File: src/rtl/dmem_arbiter.sv
// Arbitrates the single-port data RAM between the CPU load/store port and the host loader port.
// CPU has priority; a bounded-wait counter (or round-robin when MAX_HOLD=0) keeps the host from starving.
module dmem_arbiter #(
  parameter int DATA_W   = 32,
  parameter int MEM_AW   = 10,
  parameter int MAX_HOLD = 4
) (
  input  logic              clk,
  input  logic              rst,
  input  logic [31:0]       cpu_addr,
  input  logic [DATA_W-1:0] cpu_wdata,
  input  logic              cpu_lw_en,
  input  logic              cpu_sw_en,
  output logic [DATA_W-1:0] cpu_rdata,
  output logic              cpu_stall,
  input  logic              host_req,
  input  logic              host_we,
  input  logic [31:0]       host_addr,
  input  logic [DATA_W-1:0] host_wdata,
  output logic              host_gnt,
  output logic              host_rvalid,
  output logic [DATA_W-1:0] host_rdata,
  output logic              mem_en,
  output logic              mem_we,
  output logic [MEM_AW-1:0] mem_addr,
  output logic [DATA_W-1:0] mem_wdata,
  input  logic [DATA_W-1:0] mem_rdata
);

  typedef enum logic {LAST_CPU, LAST_HOST} last_t;
  typedef enum logic [1:0] {RD_NONE, RD_CPU, RD_HOST} owner_t;

  localparam logic [3:0] WAIT_MAX = 4'(MAX_HOLD);

  last_t             last_gnt;
  owner_t            rd_owner;
  logic [3:0]        wait_cnt;
  logic              cpu_req;
  logic              cpu_gnt;
  logic              host_win;
  logic [DATA_W-1:0] cpu_rdata_q;
  logic [DATA_W-1:0] host_rdata_q;
  logic              unused_addr_bits;

  assign cpu_req = cpu_lw_en | cpu_sw_en;

  // Reset also masks the grants so nothing reaches the RAM while rst is high.
  always_comb begin
    host_win = 1'b0;
    if (MAX_HOLD > 0)
      host_win = host_req && (wait_cnt == WAIT_MAX);
    else
      host_win = host_req && (cpu_req ? (last_gnt == LAST_CPU) : 1'b1);
    cpu_gnt   = !rst && cpu_req && !host_win;
    host_gnt  = !rst && host_req && !cpu_gnt;
    cpu_stall = !rst && cpu_req && !cpu_gnt;
  end

  always_comb begin
    mem_en    = cpu_gnt | host_gnt;
    mem_we    = 1'b0;
    mem_addr  = '0;
    mem_wdata = '0;
    if (cpu_gnt) begin
      mem_we    = cpu_sw_en;
      mem_addr  = cpu_addr[MEM_AW+1:2];
      mem_wdata = cpu_wdata;
    end else if (host_gnt) begin
      mem_we    = host_we;
      mem_addr  = host_addr[MEM_AW+1:2];
      mem_wdata = host_wdata;
    end
  end

  assign unused_addr_bits = ^{cpu_addr[31:MEM_AW+2], cpu_addr[1:0],
                              host_addr[31:MEM_AW+2], host_addr[1:0]};

  always_ff @(posedge clk or posedge rst) begin
    if (rst)
      wait_cnt <= '0;
    else if (host_req && !host_gnt) begin
      if (wait_cnt != WAIT_MAX)
        wait_cnt <= wait_cnt + 4'd1;
    end else
      wait_cnt <= '0;
  end

  // A simultaneous load+store is treated as a store, so no read-back is routed.
  always_ff @(posedge clk or posedge rst) begin
    if (rst) begin
      last_gnt <= LAST_HOST;
      rd_owner <= RD_NONE;
    end else begin
      if (cpu_gnt)
        last_gnt <= LAST_CPU;
      else if (host_gnt)
        last_gnt <= LAST_HOST;
      if (cpu_gnt && cpu_lw_en && !cpu_sw_en)
        rd_owner <= RD_CPU;
      else if (host_gnt && !host_we)
        rd_owner <= RD_HOST;
      else
        rd_owner <= RD_NONE;
    end
  end

  always_ff @(posedge clk or posedge rst) begin
    if (rst) begin
      cpu_rdata_q  <= '0;
      host_rdata_q <= '0;
    end else begin
      if (rd_owner == RD_CPU)
        cpu_rdata_q <= mem_rdata;
      if (rd_owner == RD_HOST)
        host_rdata_q <= mem_rdata;
    end
  end

  assign host_rvalid = (rd_owner == RD_HOST);
  assign host_rdata  = host_rvalid ? mem_rdata : host_rdata_q;
  assign cpu_rdata   = (rd_owner == RD_CPU) ? mem_rdata : cpu_rdata_q;

endmodule

File: config.mk
export PLATFORM = sky130hd
export DESIGN_NAME = dmem_arbiter
export DESIGN_NICKNAME = d
export VERILOG_FILES = /design/src/rtl/dmem_arbiter.sv
export SDC_FILE = /design/constraint.sdc
export NUM_CORES = 1
export LEC_CHECK = 0
export BUFFER_PORTS_ARGS = -buffer_cell sky130_fd_sc_hd__buf_2
export CAP_MARGIN = 0
export CORE_MARGIN = 10
export CORE_UTILIZATION = 36
export DETAILED_ROUTE_END_ITERATION = 10
export PLACE_DENSITY_LB_ADDON = 0.08
export SKIP_CTS_REPAIR_TIMING = 1
export SLEW_MARGIN = 10
export SYNTH_ARGS = -nofsm -noshare
export SYNTH_HDL_FRONTEND = slang
export SYNTH_SLANG_ARGS = --single-unit
File: constraint.sdc
create_clock -name clk -period 3.5 [get_ports clk]
set_clock_uncertainty 0.15 [all_clocks]
set_input_delay 0.7 -clock clk [delete_from_list [all_inputs] [get_ports clk]]
set_output_delay 0.7 -clock clk [all_outputs]
set_load 0.01 [all_outputs]
==> flow_metrics.py, run 1 <==
metrics = {
    "critical_path": {
        "required_ps": 2650,
        "end_kind": "output pin",
        "rrSetupSlack_ps": 1700,
        "worstPathMaxFanout": 22,
        "cp_slowest_cell": "nand2b_2",
        "path_cells": "nand2b_2, buf_4, mux2_2, buf_2",
        "r2r_start": "wait_cnt[0]",
        "cp-start-kind": "register",
        "critPathArrivalTime_ps": 1990,
        "max_stage_delay_ps": 460,
        "cp-startpoint": "rd_owner[1]",
        "critPathKind": "reg2out",
    },
    "floorplanning": {
        "dieWidth_um": 120,
        "dieHeight_um": 120,
        "die-area_um2": 14300,
        "ios": 277,
        "core_area_um2": 9730,
        "rows": 36,
        "start_util": 0.367,
    },
    "layout": {
        "area_delta_synth_final_pct": 41.7,
        "final_net_count": 719,
        "layout_common_cells": "232 x buf_2, 70 x dfrtp_1, 62 x mux2_2, 45 x nand2_1, 44 x nand3_1",
        "nFillCells": 957,
        "final_common_cell": "buf_2",
        "drive_gt1_frac": 0.658,
        "diodes": 0,
        "fin_cells": 689,
    },
    "clocking": {
        "cts_root_buf": "clkbuf_8",
        "clockBufferDepth": 2,
        "tritoncts": "built",
        "clk_pin_slew_ps": 70,
        "clock_latency_ps": 330,
        "clkSinkCount": 70,
        "cts_buffers": 9,
        "h-tree-depth": 3,
    },
    "power": {
        "p_int_mw": 1.70,
        "peakVddDrop_uv": 244,
        "p_comb_frac": 0.326,
        "p_leak_nw": 2.55,
        "p_seq_frac": 0.415,
        "power.switching_mw": 0.780,
        "p_clk_frac": 0.259,
        "p_per_area_nw_per_um2": 489,
        "switching_share": 0.315,
    },
    "placed_design": {
        "dp.cells": 673,
        "hpwl_um": 9960,
        "port_buffers": 232,
        "gp_routability_congestion": 0.761,
    },
    "timing": {
        "worstMarginPinSlew_ps": 689,
        "relSlewSlack": 0.535,
        "rsz0062_at_grt": "no",
        "tns_ps": 0,
        "max_freq_mhz": 352,
        "maxSlewViolCount": 0,
        "period_needed_ps": 2840,
        "setup_viol": 0,
        "finalCritPeriodShare": 0.812,
        "finalHoldViolCount": 0,
    },
    "synthesis": {
        "synthCells": 323,
        "synthArstFlopShare": 1.00,
        "ys_types": 29,
        "synth-seq-cells": 70,
        "ys_warn_count": 0,
        "synth_edf_count": 0,
        "syn_nets": 491,
        "ys_seq_area_frac": 0.490,
        "avgSynthCellArea_um2": 11.1,
        "ys.flop_type": "dfrtp_1",
        "netlist_area_um2": 3570,
    },
    "run_status": {
        "status": "complete, no violations",
    },
    "route": {
        "drc_errors": 0,
        "ant_nets": 0,
        "wl_per_cell_um": 17.8,
        "routed_wl_um": 12200,
        "drt_first_iter_violations": 128,
        "via_count": 3316,
        "viasPerCell": 4.81,
        "detail_route.first_pass.iterations": 4,
    },
    "job": {
        "drv_cap": 0,
    },
    "global_route": {
        "overflow": 0,
        "antenna_found_initial": 0,
        "grtUsageTotal": 0.167,
        "grt_pass1_vias": 3602,
        "grt_max_degree": 44,
        "grt_pass1_wl_um": 19400,
    },
    "worst_hold_path": {
        "min_from": "cpu_rdata_q[6]",
        "hp-class": "reg2reg",
    },
}
## routing by layer
metal | vias up | routed length, um | track usage
met3 | 13 | 1370 | 0.0835
met4 | 0 | 244 | 0.0566
li1 | 1585 | - | -
met5 | - | 0 | 0
met1 | 1564 | 4720 | 0.182
met2 | 154 | 5900 | 0.276
## metrics by stage
stage,utilization,setup WS [ps],power (mW),hold WS [ps],area [um^2]
global placement,0.500,767,1.85,312,4870
finish,0.521,659,2.48,339,5070
floorplan,-,399,1.49,345,3580
global route,0.521,519,2.65,361,5070
CTS,0.521,591,2.53,344,5070
detailed placement,0.500,762,1.87,327,4870
## final cells by class
cell class | instances | area [um^2] | area share
Clock buffer | 10 | 128 | 0.0252
Multi-Input combinational cell | 220 | 1660 | 0.327
Timing Repair Buffer | 245 | 1270 | 0.251
Clock inverter | 6 | 70.1 | 0.0138
Sequential cell | 70 | 1750 | 0.346
Tap cell | 133 | 166 | 0.0328
Inverter | 5 | 22.5 | 0.00445
## cells by family after synthesis
| family | synth area share |
|---|---|
| mux | 0.202 |
| flops | 0.490 |
| compound gates | 0.116 |
| xor+xnor | 0.00245 |
| fa+ha+maj | 0.00700 |
| simple gates | 0.133 |
| buf+inv | 0.0501 |
## synthesized netlist by cell type, types with 2 or more instances
master,instances,share of area
mux2_2,62,0.20
nand3_1,44,0.062
ha_1,2,0.0070
buf_6,6,0.019
dfrtp_1,70,0.49
mux2_1,2,0.0063
nand2b_1,2,0.0035
nor2b_1,2,0.0035
o21ai_0,7,0.0098
inv_1,5,0.0053
o21ai_2,38,0.093
buf_2,8,0.011
clkbuf_1,13,0.014
nor2_1,3,0.0031
nand2_1,45,0.047
## path summary, 6_finish.rpt
kind / to / cells past startpoint
max in group asynchronous: cpu_rdata_q[24] / 3
worst min-delay path: cpu_rdata_q[6] / 1
worst max-delay path: host_rdata[1] / 4
worst min register to register: cpu_rdata_q[6] / 1
min in group asynchronous: wait_cnt[3] / 3
worst max register to register: wait_cnt[1] / 6
## state kept, by name (all words and copies together) (netlist names)
| name | cells |
|---|---|
| wait_cnt | 4 |
| cpu_rdata_q | 32 |
| host_rdata_q | 32 |
| rd_owner | 2 |
## critical path: cells and delay by family, from the launching register on
kind	cells	cell delay (ps)
buffers and inverters	2	430
flip-flops	1	420
multiplexers	1	350
AND/OR/NAND/NOR	1	460
## power by group through the flow
stage,Clock (mW),Combinational [mW],Sequential (mW)
after floorplan,0,0.462,1.03
after global placement,0,0.814,1.04
after detailed placement,0,0.827,1.05
after CTS,0.671,0.830,1.03
after global routing,0.714,0.891,1.05
final,0.641,0.808,1.03
No activity file was read; power rests on OpenSTA's default activity.
==> run 2: changes to the inputs <==
- CORE_UTILIZATION: 36 -> 40
- clock period: 3.5 -> 2.7 ns (I/O delays scaled with it)
==> run 2 against run 1 <==
  * Sequential cell count stayed put
  * Critical endpoint is now mem_addr[1]
  * Cell count is 3.6% lower
  * Register-to-register slack worse by 810 ps
  * Worst setup slack worse by 540 ps
  * Largest power group unchanged
  * Core utilization is 6.1 points higher
  * Die area is 8.4% lower
  * Clock-buffer cell count stayed put
  * Wire length is 0.40% higher
  * Critical path depth is 3 higher
==> flow_metrics.py, run 2 (synthesis gave the netlist of run 1 again) <==
metrics = {
    "layout": {
        "seqCellArea_um2": 1750,
        "top_regs": "cpu_rdata_q (32), host_rdata_q (32), wait_cnt (4)",
        "drive_gt1_frac": 0.662,
        "multiInputGateArea_um2": 1660,
        "fin_cells": 664,
        "area_delta_synth_final_pct": 42.0,
        "nFillCells": 816,
        "final_net_count": 720,
        "layout_common_cells": "232 x buf_2, 70 x dfrtp_1, 62 x mux2_2, 44 x nand2_1, 44 x nand3_1",
        "final_common_cell": "buf_2",
        "diodes": 0,
    },
    "clocking": {
        "clock_latency_ps": 340,
        "h-tree-depth": 3,
        "clk_pin_slew_ps": 70,
        "cts_buffers": 9,
        "clockBufferDepth": 2,
        "cts_root_buf": "clkbuf_8",
        "clkSinkCount": 70,
        "tritoncts": "built",
    },
    "timing": {
        "relSlewSlack": 0.520,
        "worstMarginPinSlew_ps": 711,
        "max_freq_mhz": 387,
        "setup_viol": 0,
        "maxSlewViolCount": 0,
        "finalHoldViolCount": 0,
        "finalCritPeriodShare": 0.958,
        "period_needed_ps": 2590,
        "holdWs_ps": 235,
        "tns_ps": 0,
    },
    "run_status": {
        "status": "complete, no violations",
    },
    "placed_design": {
        "port_buffers": 232,
        "hpwl_um": 9750,
        "gp_routability_congestion": 0.785,
        "dp.cells": 646,
    },
    "floorplanning": {
        "ios": 277,
        "dieHeight_um": 115,
        "core_area_um2": 8720,
        "dieWidth_um": 115,
        "rows": 34,
        "start_util": 0.410,
        "die-area_um2": 13100,
    },
    "worst_hold_path": {
        "hp-class": "in2reg",
    },
    "route": {
        "drc_errors": 0,
        "ant_nets": 0,
        "viasPerCell": 5.03,
        "wl_per_cell_um": 18.5,
        "detail_route.first_pass.iterations": 5,
        "drt_first_iter_violations": 134,
        "via_count": 3342,
        "routed_wl_um": 12300,
    },
    "critical_path": {
        "cp-start-kind": "register",
        "critPathArrivalTime_ps": 1900,
        "worstPathMaxFanout": 23,
        "critPathKind": "reg2out",
        "end_kind": "output pin",
        "required_ps": 2010,
    },
    "global_route": {
        "grt_pass1_wl_um": 18800,
        "grtUsageTotal": 0.180,
        "grt_pass1_vias": 3569,
        "antenna_found_initial": 1,
        "overflow": 0,
        "grt_max_degree": 48,
    },
    "power": {
        "p_total_mw": 3.13,
        "p_per_area_nw_per_um2": 617,
        "peakVddDrop_uv": 253,
        "p_leak_nw": 2.56,
    },
    "job": {
        "drv_cap": 0,
    },
}
run 2: through the flow:
stage	utilization	worst slack [ps]	cell area (um^2)
2_1_floorplan	-	17.2	3580
3_3_place_gp	0.559	320	4870
3_5_place_dp	0.559	297	4870
4_1_cts	0.579	-64.7	5050
5_1_grt	0.582	-15.2	5070
6_report	0.582	115	5070
run 2: per-layer routing:
layer / track usage / wire [um] / up-vias
li1: - / - / 1597
met1: 0.176 / 4220 / 1592
met2: 0.311 / 6290 / 141
met3: 0.108 / 1650 / 10
met4: 0.0526 / 121 / 2
met5: 0 / 13 / -
run 2: layout make-up:
class                           instances  share of cell area
Tap cell                              108              0.0266
Inverter                                5             0.00444
Multi-Input combinational cell        220               0.327
Clock buffer                           10              0.0271
Sequential cell                        70               0.345
Timing Repair Buffer                  246               0.263
Clock inverter                          5             0.00715
run 2: power breakdown:
| group | internal [mW] | switching (mW) |
|---|---|---|
| combinational | 0.499 | 0.563 |
| clock | 0.352 | 0.382 |
| sequential | 1.28 | 0.0552 |
run 2: worst paths after layout:
kind / start / to / slack [ps] / cells after the start
setup / recovery: wait_cnt[1] / mem_addr[1] / 110 / 7
hold / removal: host_we / rd_owner[1] / 240 / 2
setup reg to reg: wait_cnt[0] / wait_cnt[0] / 890 / 6
hold reg to reg: cpu_rdata_q[6] / cpu_rdata_q[6] / 330 / 1
max in group asynchronous: rst / host_rdata_q[26] / 1220 / 5
min in group asynchronous: rst / rd_owner[0] / 340 / 4
run 2: worst max-delay path: stages, from the launching register on:
cell      delay (ps)
dfrtp_1          400
inv_1             80
ha_2             190
nand4b_1         180
and2_4           220
buf_12           160
o21ai_0          160
buf_2            160
